==> src/rtl/sequenciador_acoes_if.sv <==
// Bus bundle for the action sequencer: toy controls in, action/display/LED state out.
interface sequenciador_acoes_if #(
    parameter int NUM_ACOES = 8
);
    localparam int ACAO_W = $clog2(NUM_ACOES);

    logic              power;
    logic [1:0]        velocidade;
    logic              modo;
    logic              botao_n;
    logic [ACAO_W-1:0] acao;
    logic              passo;
    logic              pausado;
    logic [3:0]        digito_n;
    logic [7:0]        segmentos;
    logic              led_vermelho;
    logic              led_azul;

    modport master (
        output power, velocidade, modo, botao_n,
        input  acao, passo, pausado, digito_n, segmentos, led_vermelho, led_azul
    );

    modport slave (
        input  power, velocidade, modo, botao_n,
        output acao, passo, pausado, digito_n, segmentos, led_vermelho, led_azul
    );
endinterface

==> src/rtl/sequenciador_acoes.sv <==
// Toy action sequencer: steps an action index at a selectable speed with pause,
// wrap/ping-pong ordering, and drives a 4-digit multiplexed 7-segment display.
module sequenciador_acoes #(
    parameter int NUM_ACOES = 8,
    parameter int PRESCALE  = 6250000,
    parameter int SCAN_DIV  = 2048
) (
    input  logic                 clock_entrada,
    input  logic                 reset_n,
    sequenciador_acoes_if.slave  bus
);
    localparam int ACAO_W = $clog2(NUM_ACOES);
    localparam int PRE_W  = $clog2(PRESCALE);
    localparam int SCAN_W = $clog2(SCAN_DIV);
    localparam logic [ACAO_W-1:0] ACAO_MAX = ACAO_W'(NUM_ACOES - 1);

    typedef enum logic {DIR_UP, DIR_DOWN} dir_t;

    logic              btn_s1, btn_s2, btn_prev;
    logic [PRE_W-1:0]  pre_q, pre_d;
    logic [2:0]        cnt_q, cnt_d;
    logic [ACAO_W-1:0] acao_q, acao_d;
    dir_t              dir_q, dir_d;
    logic              pausado_q, pausado_d;
    logic              passo_q, passo_d;
    logic [SCAN_W-1:0] scnt_q, scnt_d;
    logic [1:0]        dig_q, dig_d;
    logic [3:0]        digito_q, digito_d;
    logic [7:0]        seg_q, seg_d;

    logic       tick, press, step, scan_end;
    logic [2:0] lim_m1;

    // Active-low {g,f,e,d,c,b,a} glyphs for hex digits.
    function automatic logic [6:0] hex7(input logic [3:0] v);
        case (v)
            4'h0: hex7 = 7'h40;  4'h1: hex7 = 7'h79;
            4'h2: hex7 = 7'h24;  4'h3: hex7 = 7'h30;
            4'h4: hex7 = 7'h19;  4'h5: hex7 = 7'h12;
            4'h6: hex7 = 7'h02;  4'h7: hex7 = 7'h78;
            4'h8: hex7 = 7'h00;  4'h9: hex7 = 7'h10;
            4'hA: hex7 = 7'h08;  4'hB: hex7 = 7'h03;
            4'hC: hex7 = 7'h46;  4'hD: hex7 = 7'h21;
            4'hE: hex7 = 7'h06;  default: hex7 = 7'h0E;
        endcase
    endfunction

    always_comb begin
        case (bus.velocidade)
            2'd0:    lim_m1 = 3'd7;
            2'd1:    lim_m1 = 3'd3;
            2'd2:    lim_m1 = 3'd1;
            default: lim_m1 = 3'd0;
        endcase
    end

    assign tick     = (pre_q == PRE_W'(PRESCALE - 1));
    assign scan_end = (scnt_q == SCAN_W'(SCAN_DIV - 1));
    assign press    = btn_prev & ~btn_s2;

    always_comb begin
        pre_d     = pre_q;
        cnt_d     = cnt_q;
        acao_d    = acao_q;
        dir_d     = dir_q;
        pausado_d = pausado_q;
        scnt_d    = scnt_q;
        dig_d     = dig_q;
        digito_d  = 4'hF;
        seg_d     = 8'hFF;
        step      = 1'b0;

        if (!bus.power) begin
            pre_d     = '0;
            cnt_d     = '0;
            acao_d    = '0;
            dir_d     = DIR_UP;
            pausado_d = 1'b0;
            scnt_d    = '0;
            dig_d     = '0;
        end else begin
            pre_d = tick ? '0 : pre_q + 1'b1;

            // A press in the same cycle as a due step swallows that step.
            if (press) begin
                pausado_d = ~pausado_q;
            end else if (tick && !pausado_q) begin
                if (cnt_q >= lim_m1) begin
                    cnt_d = '0;
                    step  = 1'b1;
                end else begin
                    cnt_d = cnt_q + 1'b1;
                end
            end

            if (step) begin
                if (!bus.modo) begin
                    dir_d  = DIR_UP;
                    acao_d = (acao_q == ACAO_MAX) ? '0 : acao_q + 1'b1;
                end else if (dir_q == DIR_UP) begin
                    if (acao_q == ACAO_MAX) begin
                        acao_d = acao_q - 1'b1;
                        dir_d  = DIR_DOWN;
                    end else begin
                        acao_d = acao_q + 1'b1;
                    end
                end else begin
                    if (acao_q == '0) begin
                        acao_d = ACAO_W'(1);
                        dir_d  = DIR_UP;
                    end else begin
                        acao_d = acao_q - 1'b1;
                    end
                end
            end

            scnt_d = scan_end ? '0 : scnt_q + 1'b1;
            if (scan_end) dig_d = dig_q + 1'b1;

            // Display registers follow next-state values so they line up with the index.
            digito_d = ~(4'b0001 << dig_d);
            case (dig_d)
                2'd0:    seg_d = {~pausado_d, hex7(4'(acao_d))};
                2'd3:    seg_d = {1'b1, hex7({2'b00, bus.velocidade})};
                default: seg_d = 8'hFF;
            endcase
        end
        passo_d = step;
    end

    always_ff @(posedge clock_entrada or negedge reset_n) begin
        if (!reset_n) begin
            btn_s1    <= 1'b1;
            btn_s2    <= 1'b1;
            btn_prev  <= 1'b1;
            pre_q     <= '0;
            cnt_q     <= '0;
            acao_q    <= '0;
            dir_q     <= DIR_UP;
            pausado_q <= 1'b0;
            passo_q   <= 1'b0;
            scnt_q    <= '0;
            dig_q     <= '0;
            digito_q  <= 4'hF;
            seg_q     <= 8'hFF;
        end else begin
            btn_s1    <= bus.botao_n;
            btn_s2    <= btn_s1;
            btn_prev  <= btn_s2;
            pre_q     <= pre_d;
            cnt_q     <= cnt_d;
            acao_q    <= acao_d;
            dir_q     <= dir_d;
            pausado_q <= pausado_d;
            passo_q   <= passo_d;
            scnt_q    <= scnt_d;
            dig_q     <= dig_d;
            digito_q  <= digito_d;
            seg_q     <= seg_d;
        end
    end

    assign bus.acao         = acao_q;
    assign bus.passo        = passo_q;
    assign bus.pausado      = pausado_q;
    assign bus.digito_n     = digito_q;
    assign bus.segmentos    = seg_q;
    assign bus.led_vermelho = ~bus.power;
    assign bus.led_azul     = bus.power;
endmodule

==> src/flat_wrapper.sv <==
// flat-port wrapper written by rule: the top's interface ports become plain ports
module sequenciador_acoes_flat 
#(
    parameter int NUM_ACOES = 8,
    parameter int PRESCALE  = 6250000,
    parameter int SCAN_DIV  = 2048
)
  (clock_entrada, reset_n, bus_power, bus_velocidade, bus_modo, bus_botao_n, bus_acao, bus_passo, bus_pausado, bus_digito_n, bus_segmentos, bus_led_vermelho, bus_led_azul);
  sequenciador_acoes_if #(.NUM_ACOES(NUM_ACOES)) bus_i ();
  input  logic clock_entrada;
  input  logic reset_n;
  input wire logic [$bits(bus_i.power)-1:0] bus_power;
  input wire logic [$bits(bus_i.velocidade)-1:0] bus_velocidade;
  input wire logic [$bits(bus_i.modo)-1:0] bus_modo;
  input wire logic [$bits(bus_i.botao_n)-1:0] bus_botao_n;
  output wire logic [$bits(bus_i.acao)-1:0] bus_acao;
  output wire logic [$bits(bus_i.passo)-1:0] bus_passo;
  output wire logic [$bits(bus_i.pausado)-1:0] bus_pausado;
  output wire logic [$bits(bus_i.digito_n)-1:0] bus_digito_n;
  output wire logic [$bits(bus_i.segmentos)-1:0] bus_segmentos;
  output wire logic [$bits(bus_i.led_vermelho)-1:0] bus_led_vermelho;
  output wire logic [$bits(bus_i.led_azul)-1:0] bus_led_azul;
  assign bus_i.power = bus_power;
  assign bus_i.velocidade = bus_velocidade;
  assign bus_i.modo = bus_modo;
  assign bus_i.botao_n = bus_botao_n;
  assign bus_acao = bus_i.acao;
  assign bus_passo = bus_i.passo;
  assign bus_pausado = bus_i.pausado;
  assign bus_digito_n = bus_i.digito_n;
  assign bus_segmentos = bus_i.segmentos;
  assign bus_led_vermelho = bus_i.led_vermelho;
  assign bus_led_azul = bus_i.led_azul;
  sequenciador_acoes #(.NUM_ACOES(NUM_ACOES), .PRESCALE(PRESCALE), .SCAN_DIV(SCAN_DIV)) u_core (.clock_entrada(clock_entrada), .reset_n(reset_n), .bus(bus_i));
endmodule
==> config.mk <==
export PLATFORM = sky130hd
export DESIGN_NAME = sequenciador_acoes_flat
export DESIGN_NICKNAME = d
export VERILOG_FILES = /design/src/rtl/sequenciador_acoes_if.sv /design/src/rtl/sequenciador_acoes.sv /design/src/flat_wrapper.sv
export SDC_FILE = /design/constraint.sdc
export NUM_CORES = 1
export LEC_CHECK = 0
export BUFFER_PORTS_ARGS = -buffer_cell sky130_fd_sc_hd__clkbuf_2
export CAP_MARGIN = 20
export CELL_PAD_IN_SITES_DETAIL_PLACEMENT = 1
export CELL_PAD_IN_SITES_GLOBAL_PLACEMENT = 1
export CORE_ASPECT_RATIO = 1.5
export CORE_MARGIN = 2
export CORE_UTILIZATION = 39
export CTS_BUF_LIST = sky130_fd_sc_hd__clkbuf_16
export DETAILED_ROUTE_END_ITERATION = 16
export HOLD_SLACK_MARGIN = 0.05
export PLACE_DENSITY = 0.65
export SLEW_MARGIN = 0
export SYNTH_ARGS = -nofsm -noshare
export SYNTH_HDL_FRONTEND = slang
export SYNTH_SLANG_ARGS = --single-unit
==> constraint.sdc <==
create_clock -name clock_entrada -period 3 [get_ports clock_entrada]
set_clock_uncertainty 0.05 [all_clocks]
set_input_delay 0.9 -clock clock_entrada [delete_from_list [all_inputs] [get_ports clock_entrada]]
set_output_delay 0.9 -clock clock_entrada [all_outputs]
set_load 0.02 [all_outputs]
### Yosys cells after proc, flatten, opt, wreduce, memory -nomap -nowiden

Memory sizes are Yosys's and may differ from the RTL's.
Cells that the tools add are included.

| storage, ports and cells | value |
|---|---|
| register bits | 60 |
| memory bits (read-only) | 56 |
| bits of input ports | 7 |
| output and inout port bits | 19 |
| memories kept | 1 |

| cells by class | value |
|---|---|
| $add $sub $neg | 6 |
| $lt $le $gt $ge | 1 |
| eq/ne operators | 10 |
| shift-type cells | 1 |
| multiplexer cells | 38 |
| bitwise gates (word level) | 6 |
| reductions and logical operators | 6 |

Memories:

| name | depth | width | read ports | clocked after Yosys merged registers in | write ports | RTL line | text |
|---|---|---|---|---|---|---|---|
| (no name shown) | 8 | 7 | 1 | 0 | 0 | sequenciador_acoes.sv:36 | `case (v)` |

Operators with widths:

| operator | count |
|---|---|
| two-way mux 23 bit | 2 |
| two-way mux 3 bit | 12 |
| case mux 7 bit (4 select lines) | 1 |
| adder 23 x 1 -> 23 bit, second input constant | 1 |
| == test 23 bit, second input constant | 1 |
| two-way mux 11 bit | 2 |
| case mux 8 bit (2 select lines) | 1 |
| two-way mux 1 bit | 14 |
| adder 11 x 1 -> 11 bit, second input constant | 1 |
| == test 11 bit, second input constant | 1 |
| case mux 3 bit (3 select lines) | 1 |
| two-way mux 8 bit | 1 |
| adder 3 x 1 -> 3 bit, second input constant | 2 |
| == test 2 bit, second input constant | 3 |
| two-way mux 2 bit | 3 |
| logical NOT 2 bit | 2 |
| two-way mux 4 bit | 1 |
| != test 2 x 1 -> 1 bit, second input constant | 2 |
| NOT 1 bit | 4 |
| NOT 4 bit | 1 |
| << shifter 1 x 2 -> 4 bit, first input constant | 1 |
| == test 3 bit, second input constant | 1 |
| >= comparator 3 bit | 1 |
| logical NOT 3 bit | 1 |
| other kinds (8) | 8 |

### Logic depth before layout (Yosys ltp)

Gate-level depths: netlist of the first run.
An unclocked memory read counts as a cell.

| depth | value |
|---|---|
| word-level depth | 12 |
| depth in mapped cells | 11 |
| mapped depth without buffers | 11 |

### Worst setup path before layout of the first run

Ideal clock, no wire load.

| timing path | value |
|---|---|
| path kind | input to register |
| from | input bus_velocidade[0] |
| to | register u_core.seg_q[3], in the netlist u_core.bus.segmentos[3] |
| setup time | 98 ps |
| arrival | 2994 ps |
| slack | -142 ps |
| stages | 7 |
| path buffers | 0 |
| path through | or2_2 ha_1 o2bb2ai_1 nor2_4 mux2i_1 ha_1 o311ai_1 |

| between the ends | value |
|---|---|
| cells in the longest elaborated chain, start to end | 12 |

Ends and longest elaborated chain:

| item | RTL line | text |
|---|---|---|
| from (decl) | flat_wrapper.sv:13 | `input wire logic [$bits(bus_i.velocidade)-1:0] bus_velocidade;` |
| == test 2 bit, or another cell as far along | sequenciador_acoes.sv:36, sequenciador_acoes.sv:49 |  |
| case mux 3 bit (3 select lines) | sequenciador_acoes.sv:49 | `case (bus.velocidade)` |
| >= comparator 3 bit | sequenciador_acoes.sv:88 | `if (cnt_q >= lim_m1) begin` |
| two-way mux 1 bit | sequenciador_acoes.sv:88 |  |
| two-way mux 1 bit | sequenciador_acoes.sv:87 | `end else if (tick && !pausado_q) begin` |
| two-way mux 1 bit | sequenciador_acoes.sv:85 | `if (press) begin` |
| two-way mux 1 bit | sequenciador_acoes.sv:73 | `if (!bus.power) begin` |
| two-way mux 3 bit | sequenciador_acoes.sv:96 | `if (step) begin` |
| two-way mux 3 bit | sequenciador_acoes.sv:73 |  |
| memory read (8 x 7 bit) | -- |  |
| case mux 8 bit (2 select lines) (*) | sequenciador_acoes.sv:122 | `case (dig_d)` |
| two-way mux 8 bit (*) | sequenciador_acoes.sv:73 |  |
| via u_core.seg_d[3] | sequenciador_acoes.sv:29 | `logic [7:0] seg_q, seg_d;` |
| to (signal assigned) | sequenciador_acoes.sv:159 | `seg_q <= seg_d;` |
| to (decl) | sequenciador_acoes.sv:29 |  |

Mark *: on every way through the listed nets, which the timed path passes. The rest lies on a longest branch. The select of a mux whose other input is x is not followed.
A chain may end at the register's enable or synchronous reset.

### Worst setup path in the final report of the first run

| timing path | value |
|---|---|
| from | register u_core.scnt_q[2] |
| to | register u_core.seg_q[3], in the netlist u_core.bus.segmentos[3] |

| between the ends | value |
|---|---|
| cells in the longest elaborated chain, start to end | 6 |

Ends and longest elaborated chain:

| item | RTL line | text |
|---|---|---|
| from (decl) | sequenciador_acoes.sv:26 | `logic [SCAN_W-1:0] scnt_q, scnt_d;` |
| from (signal assigned) | sequenciador_acoes.sv:156 | `scnt_q <= scnt_d;` |
| == test 11 bit (*) | sequenciador_acoes.sv:58 | `assign scan_end = (scnt_q == SCAN_W'(SCAN_DIV - 1));` |
| two-way mux 2 bit (*) | sequenciador_acoes.sv:118 | `if (scan_end) dig_d = dig_q + 1'b1;` |
| two-way mux 2 bit (*) | sequenciador_acoes.sv:73 |  |
| == test 2 bit or logical NOT 2 bit (tied branches) | sequenciador_acoes.sv:122 |  |
| case mux 8 bit (2 select lines) (*) | sequenciador_acoes.sv:122 |  |
| two-way mux 8 bit (*) | sequenciador_acoes.sv:73 |  |
| via u_core.seg_d[3] | sequenciador_acoes.sv:29 |  |

Marked as above.

==> summary.md, run 1 <==
| Metric | Value |
|---|---|
| Status | complete, no violations |
| Slew HR | 0.507 |
| Remaining global-route overflow | 0 |
| Initial DRT Pass Iterations | 4 |
| Least-Margin Pin Slew | ~740 ps |
| Syn Inst Count | between 300 and 400 |
| Met2 WL | about 3800 um |
| Uppermost layer routed | met4 |
| DRT antenna net count | 0 |
| Placed Cells | approximately 440 |
| Hold Vio Cnt, Final | 0 |
| Fmax | roughly 360 MHz |
| Residual DRC | 0 |
| # H-tree levels | 3 |
| Vias in the first global route | 2529 |
| Post-synth design cell area | between 3000 and 4000 sq um |
| Critical path type | reg -> reg |
| Total CTS buffers | 9 |
| Pre-CTS setup slack | -49.5 ps |
| CTS tree | yes |
| Num ports | 26 |
| Lkg Pwr | approximately 1.7 nW |
| Ant diodes | 0 |
| Sequential fraction of the synthesis area | 0.491 |
| Wl on met1 | about 2800 um |
| Worst Path Buf+Inv | 1 |
| RSZ-0062 raised after global routing | no |
| DRT iter0 DRCs | 53 |
| Worst path most repeated cell | and3_1 |
| Max Slew Vio Count | 0 |
| Routed WL per cell | about 15 um |
| Cell chain of the critical path | and3_1 > and2_1 > and3_1 > and4_1 > nand2_1 > xor2_2 > inv_1 > ha_1 > nand2b_1 > a21oi_1 > o311ai_1 |
| Die footprint | between 8000 and 9000 sq um |
| RePlAce Congestion | ~0.76 |
| Cell variety after synth | 54 |
| Worst path max stage delay | about 400 ps |
| Row Count | 39 |
| Die Wd | about 77 um |
| Share of the synthesized area in the top cell type | 0.363 |
| Setup bufs post-CTS | 0 |
| Final TNS setup | 0 ps |
| Clock Latency Late Sink | 320 ps |
| Top post-synthesis cells by area | dfrtp_1, dfstp_2, ha_1 |
| Clock-pin slew on the worst setup and hold paths | approximately 50 ps |
| Core area | roughly 7700 sq um |
| Design Power | between 0.0015 and 0.002 W |
| Critical path endpoint category | flop |
| Min-Delay Path Class | reg -> reg |
| Layout cell share with drive strength beyond 1 | 0.241 |
| Die Ht | 113 um |
| Clk sink count | 60 |
| DR vias | approximately 2300 |
| Routed length on met3 | approximately 150 um |
| Flops & latches, synth | 60 |
| Total Nets Final | 371 |
| Most frequent cells after synthesis | nor2_1, dfrtp_1, nand2_1 |
| Area grow syn2layout | 21.4% |
| PortBufs | 25 |
| VDD IR-drop max | roughly 0.37 mV |
| Post-synthesis async set-or-reset flop share | 1.00 |
| Cell with the most instances after synthesis | nor2_1 |
| Vias per inst | 5.15 |
| Final period util | 0.928 |
| Longest Clk Path Bufs | 2 |
| EDFF count, synth | 0 |
| Layout Cells excl Fill | between 400 and 500 |
| Cell Pwr Density | 531 nW/um^2 |
| Final HPWL DP | between 5000 and 6000 um |
| Initial antenna violation count | 0 |
| Max cap viols | 0 |
| Final wirelength | 6810 um |
| Final setup vio count | 0 |
| Most common flop cell mapped by yosys | dfrtp_1 |
| Setup ws final | ~220 ps |
| Crit path required time | roughly 3200 ps |
| CP max stage cell | dfrtp_1 |
| Crit path DAT | 2970 ps |
| CTS Root Cell | clkbuf_16 |
| Initial Util | 0.404 |
| First-pass GRT wire length | 12000 um |
| Post-synth net total | ~330 |
| Dominant cell type by area after synthesis | dfrtp_1 |
| CP max FO | 6 |
| Total Routing Usage GR | 0.176 |
| Ys Warns | 0 |
| Syn_area_per_cell | between 10 and 15 sq um |
| CP top delay family | simple AND/OR/NAND/NOR gates |
| Crit path launch type | flop |
| Largest net degree at the start of global routing | 34 |
| Min cycle time layout | 2780 ps |
==> state kept, by name, summed over array words and instances, names as in the netlist, 2 cells and up <==
signal	cells
u_core.pre_q	23
u_core.bus.segmentos	8
u_core.scnt_q	11
u_core.bus.digito_n	4
u_core.bus.acao	3
u_core.dig_q	2
u_core.cnt_q	3
==> power by group <==
group          total (W)  leakage, nW  internal (W)  switching [W]
clock            0.00106        0.153      0.000715       0.000345
sequential      0.000845        0.781      0.000833      0.0000122
combinational  0.0000931        0.748     0.0000304      0.0000627
==> routing by layer <==
layer | up-vias | GRT usage
li1 | 1128 | -
met1 | 1174 | 0.199
met2 | 29 | 0.316
met4 | 0 | 0.0836
met5 | - | 0
met3 | 10 | 0.0359
==> repair_timing <==
action	CTS	global route
setup endpoints to repair	0	5
gates resized for setup	0	1
hold buffers	0	0
==> final cells by class <==
cell class,instances,area [sq um]
Clock buffer,9,225
Clock inverter,7,83.8
Fill cell,910,3900
Inverter,15,56.3
Multi-Input combinational cell,223,1510
Sequential cell,60,1520
Tap cell,102,128
Timing Repair Buffer,39,243
==> cells by family after synthesis <==
| logic type | count (synthesis) | share of synthesized area |
|---|---|---|
| multiplexers | 4 | 0.0137 |
| buffers and inverters | 21 | 0.0279 |
| adder cells (fa/ha/maj) | 16 | 0.0646 |
| AO/OA/AOI/OAI | 37 | 0.0780 |
| AND/OR/NAND/NOR | 136 | 0.240 |
| XOR/XNOR | 30 | 0.0848 |
| flip-flops | 60 | 0.491 |
==> layout by cell type, fill, tap and decap left out, drive strengths merged, types with 3 or more instances in the layout <==
master and n:
clkinv 4, nand3 18, and3 5, and2 4, o21ai 15, dfrtp 45, xor2 20, clkbuf 34
nor2 47, ha 16, nand2b 4, xnor2 10, buf 14, nand4 5, dfstp 15, a21oi 10
inv 16, or2 3, or3 4, nor3 6, nand2 23
==> path summary, 6_finish.rpt <==
kind	start	slack [ps]	cells after the start	endpoint
hold reg to reg	u_core.btn_s1	310	0	u_core.btn_s2
hold / removal	u_core.btn_s1	310	0	u_core.btn_s2
max in group asynchronous	reset_n	1620	2	u_core.btn_s2
setup reg to reg	u_core.scnt_q[2]	220	11	u_core.bus.segmentos[3]
setup / recovery	u_core.scnt_q[2]	220	11	u_core.bus.segmentos[3]
min in group asynchronous	reset_n	590	1	u_core.bus.acao[2]
==> stage by stage <==
stage	utilization	hold slack [ps]	area, sq um
6_report	0.491	306	3760
5_1_grt	0.491	308	3760
4_1_cts	0.490	307	3750
3_5_place_dp	0.450	299	3440
3_3_place_gp	0.450	298	3440
2_1_floorplan	-	295	3100
Note: power is estimated with default switching activity, not from simulation.
==> inputs of run 2 (changes only) <==
CTS_BUF_LIST = sky130_fd_sc_hd__clkbuf_8   (was sky130_fd_sc_hd__clkbuf_16)
==> run 2 against run 1 <==
  * Utilization decreased by 0.93 points
  * Combinational power about the same
  * Non-clock buffer count unchanged
  * Highest routed layer unchanged
==> summary.md, run 2 (synthesized netlist as in run 1, its figures left out) <==
| Metric | Value |
|---|---|
| Status | complete, no violations |
| Total CTS buffers | 9 |
| Hold WS | ~300 ps |
| Hold Vio Cnt, Final | 0 |
| Commonest non-fill, non-tap cell in the layout | nor2_1 |
| Vias in the first global route | 2508 |
| Final HPWL DP | around 5000 um |
| Max Slew Vio Count | 0 |
| Total Routing Usage GR | 0.175 |
| DRT iter0 DRCs | between 70 and 80 |
| Most frequent cells in the layout | nor2_1, dfrtp_1, clkbuf_2, nand2_1, xor2_1 |
| Die Wd | around 77 um |
| Fmax | 359 MHz |
| Worst Path Buf+Inv | 1 |
| Max cap viols | 0 |
| Cell chain of the critical path | and3_1 > and2_1 > and3_1 > and4_1 > nand3_1 > xor2_1 > inv_1 > ha_1 > nand2b_1 > a21oi_1 > o41ai_1 |
| Longest Clk Path Bufs | 2 |
| Cell Pwr Density | 487 nW/um^2 |
| Layout cell share with drive strength beyond 1 | 0.249 |
| Remaining global-route overflow | 0 |
| Post-route cell area | roughly 3700 sq um |
| Biggest register | u_core.pre_q |
| CTS Root Cell | clkbuf_8 |
| Crit path launch type | flop |
| Critical path type | reg -> reg |
| Initial DRT Pass Iterations | 4 |
| Clock-pin slew on the worst setup and hold paths | approximately 70 ps |
| Final setup vio count | 0 |
| Ant diodes | 0 |
| Setup bufs post-CTS | 0 |
| Final core area utilization | 0.482 |
| Die footprint | just under 9000 sq um |
| Largest net degree at the start of global routing | 34 |
| Initial antenna violation count | 0 |
| VDD IR-drop max | between 0.2 and 0.3 mV |
| RePlAce Congestion | ~0.76 |
| Area grow syn2layout | 19.1% |
| Crit path DAT | 2990 ps |
| Clk sink count | 60 |
| Die Ht | approximately 110 um |
| CP max FO | 6 |
| Row Count | 39 |
| Slew HR | 0.508 |
| Least-Margin Pin Slew | roughly 740 ps |
| DR vias | between 2000 and 2500 |
| Initial Util | 0.404 |
| Layout Cells excl Fill | 455 |
| Residual DRC | 0 |
| Lkg Pwr | ~1.7 nW |
| Vias per inst | around 5.1 |
| Total Nets Final | 371 |
| Final TNS setup | 0 ps |
| Placed Cells | 439 |
| CP max stage cell | dfrtp_1 |
| Min-Delay Path Class | reg -> reg |
| First-pass GRT wire length | approximately 12000 um |
| Min cycle time layout | roughly 2800 ps |
| PortBufs | 25 |
| # H-tree levels | 3 |
| Max reg flops | 23 |
| Resized cells post-CTS | 0 |
| Worst path max stage delay | a little over 400 ps |
| Cts hold-fix bufs | 0 |
| Placed Area | between 3000 and 4000 sq um |
| DRT antenna net count | 0 |
| CP top delay family | simple AND/OR/NAND/NOR gates |
| RSZ-0062 raised after global routing | no |
| Critical path endpoint category | flop |
| Num ports | 26 |
| Worst path most repeated cell | and3_1 |
| # fillers | between 900 and 1000 |
| Final wirelength | slightly below 7000 um |
| Clock Latency Late Sink | ~350 ps |
| Final period util | 0.929 |
| Core area | ~7700 sq um |
| Crit path required time | approximately 3200 ps |
| CTS tree | yes |
| Routed WL per cell | around 15 um |
## run 2: cell count changes in the layout (fill, tap and decap cells not counted)
cell / previous run / this run
clkbuf_16: 9 / 0
clkinv_1: 3 / 0
clkbuf_8: 0 / 12
## run 2: per-stage QoR
step           power [W]  worst slack, ps
5_1_grt          0.00187             21.2
4_1_cts          0.00182              149
6_report         0.00180              212
3_3_place_gp    0.000952             22.6
3_5_place_dp    0.000954            -49.5
2_1_floorplan   0.000903             21.3
## run 2: final cells by class
cell class | count | area (sq um) | area share
clock buffer | 12 | 165 | 0.0448
clock inverter | 4 | 72.6 | 0.0197
inverter | 15 | 56.3 | 0.0153
multi-input combinational | 223 | 1510 | 0.408
sequential | 60 | 1520 | 0.412
tap | 102 | 128 | 0.0346
timing repair buffer | 39 | 243 | 0.0658
## run 2: worst register-to-register path: cells and delay by family (launching register included)
family	cells	cell delay (ps)
AND/OR/NAND/NOR	6	1190
buffers and inverters	1	110
AO/OA/AOI/OAI	2	350
flip-flops	1	410
XOR/XNOR	1	300
adder cells (fa/ha/maj)	1	290
## run 2: worst paths after layout
path | start | endpoint | slack [ps] | cells after the start
min in group asynchronous | reset_n | u_core.cnt_q[0] | 570 | 1
max reg2reg | u_core.scnt_q[2] | u_core.bus.segmentos[0] | 210 | 11
max | u_core.scnt_q[2] | u_core.bus.segmentos[0] | 210 | 11
max in group asynchronous | reset_n | u_core.btn_s2 | 1650 | 2
min | u_core.btn_s1 | u_core.btn_s2 | 310 | 0
min reg2reg | u_core.btn_s1 | u_core.btn_s2 | 310 | 0
## run 2: layer usage
layer | GRT usage | vias up | routed length [um]
met5 | 0 | - | 0
met3 | 0.0455 | 10 | 238
met1 | 0.197 | 1169 | 2810
met2 | 0.311 | 35 | 3660
li1 | - | 1125 | -
met4 | 0.0764 | 0 | 124
## run 2: where the power goes
part           internal, W  switching [W]
clock             0.000534       0.000326
sequential        0.000831      0.0000122
combinational    0.0000305      0.0000626
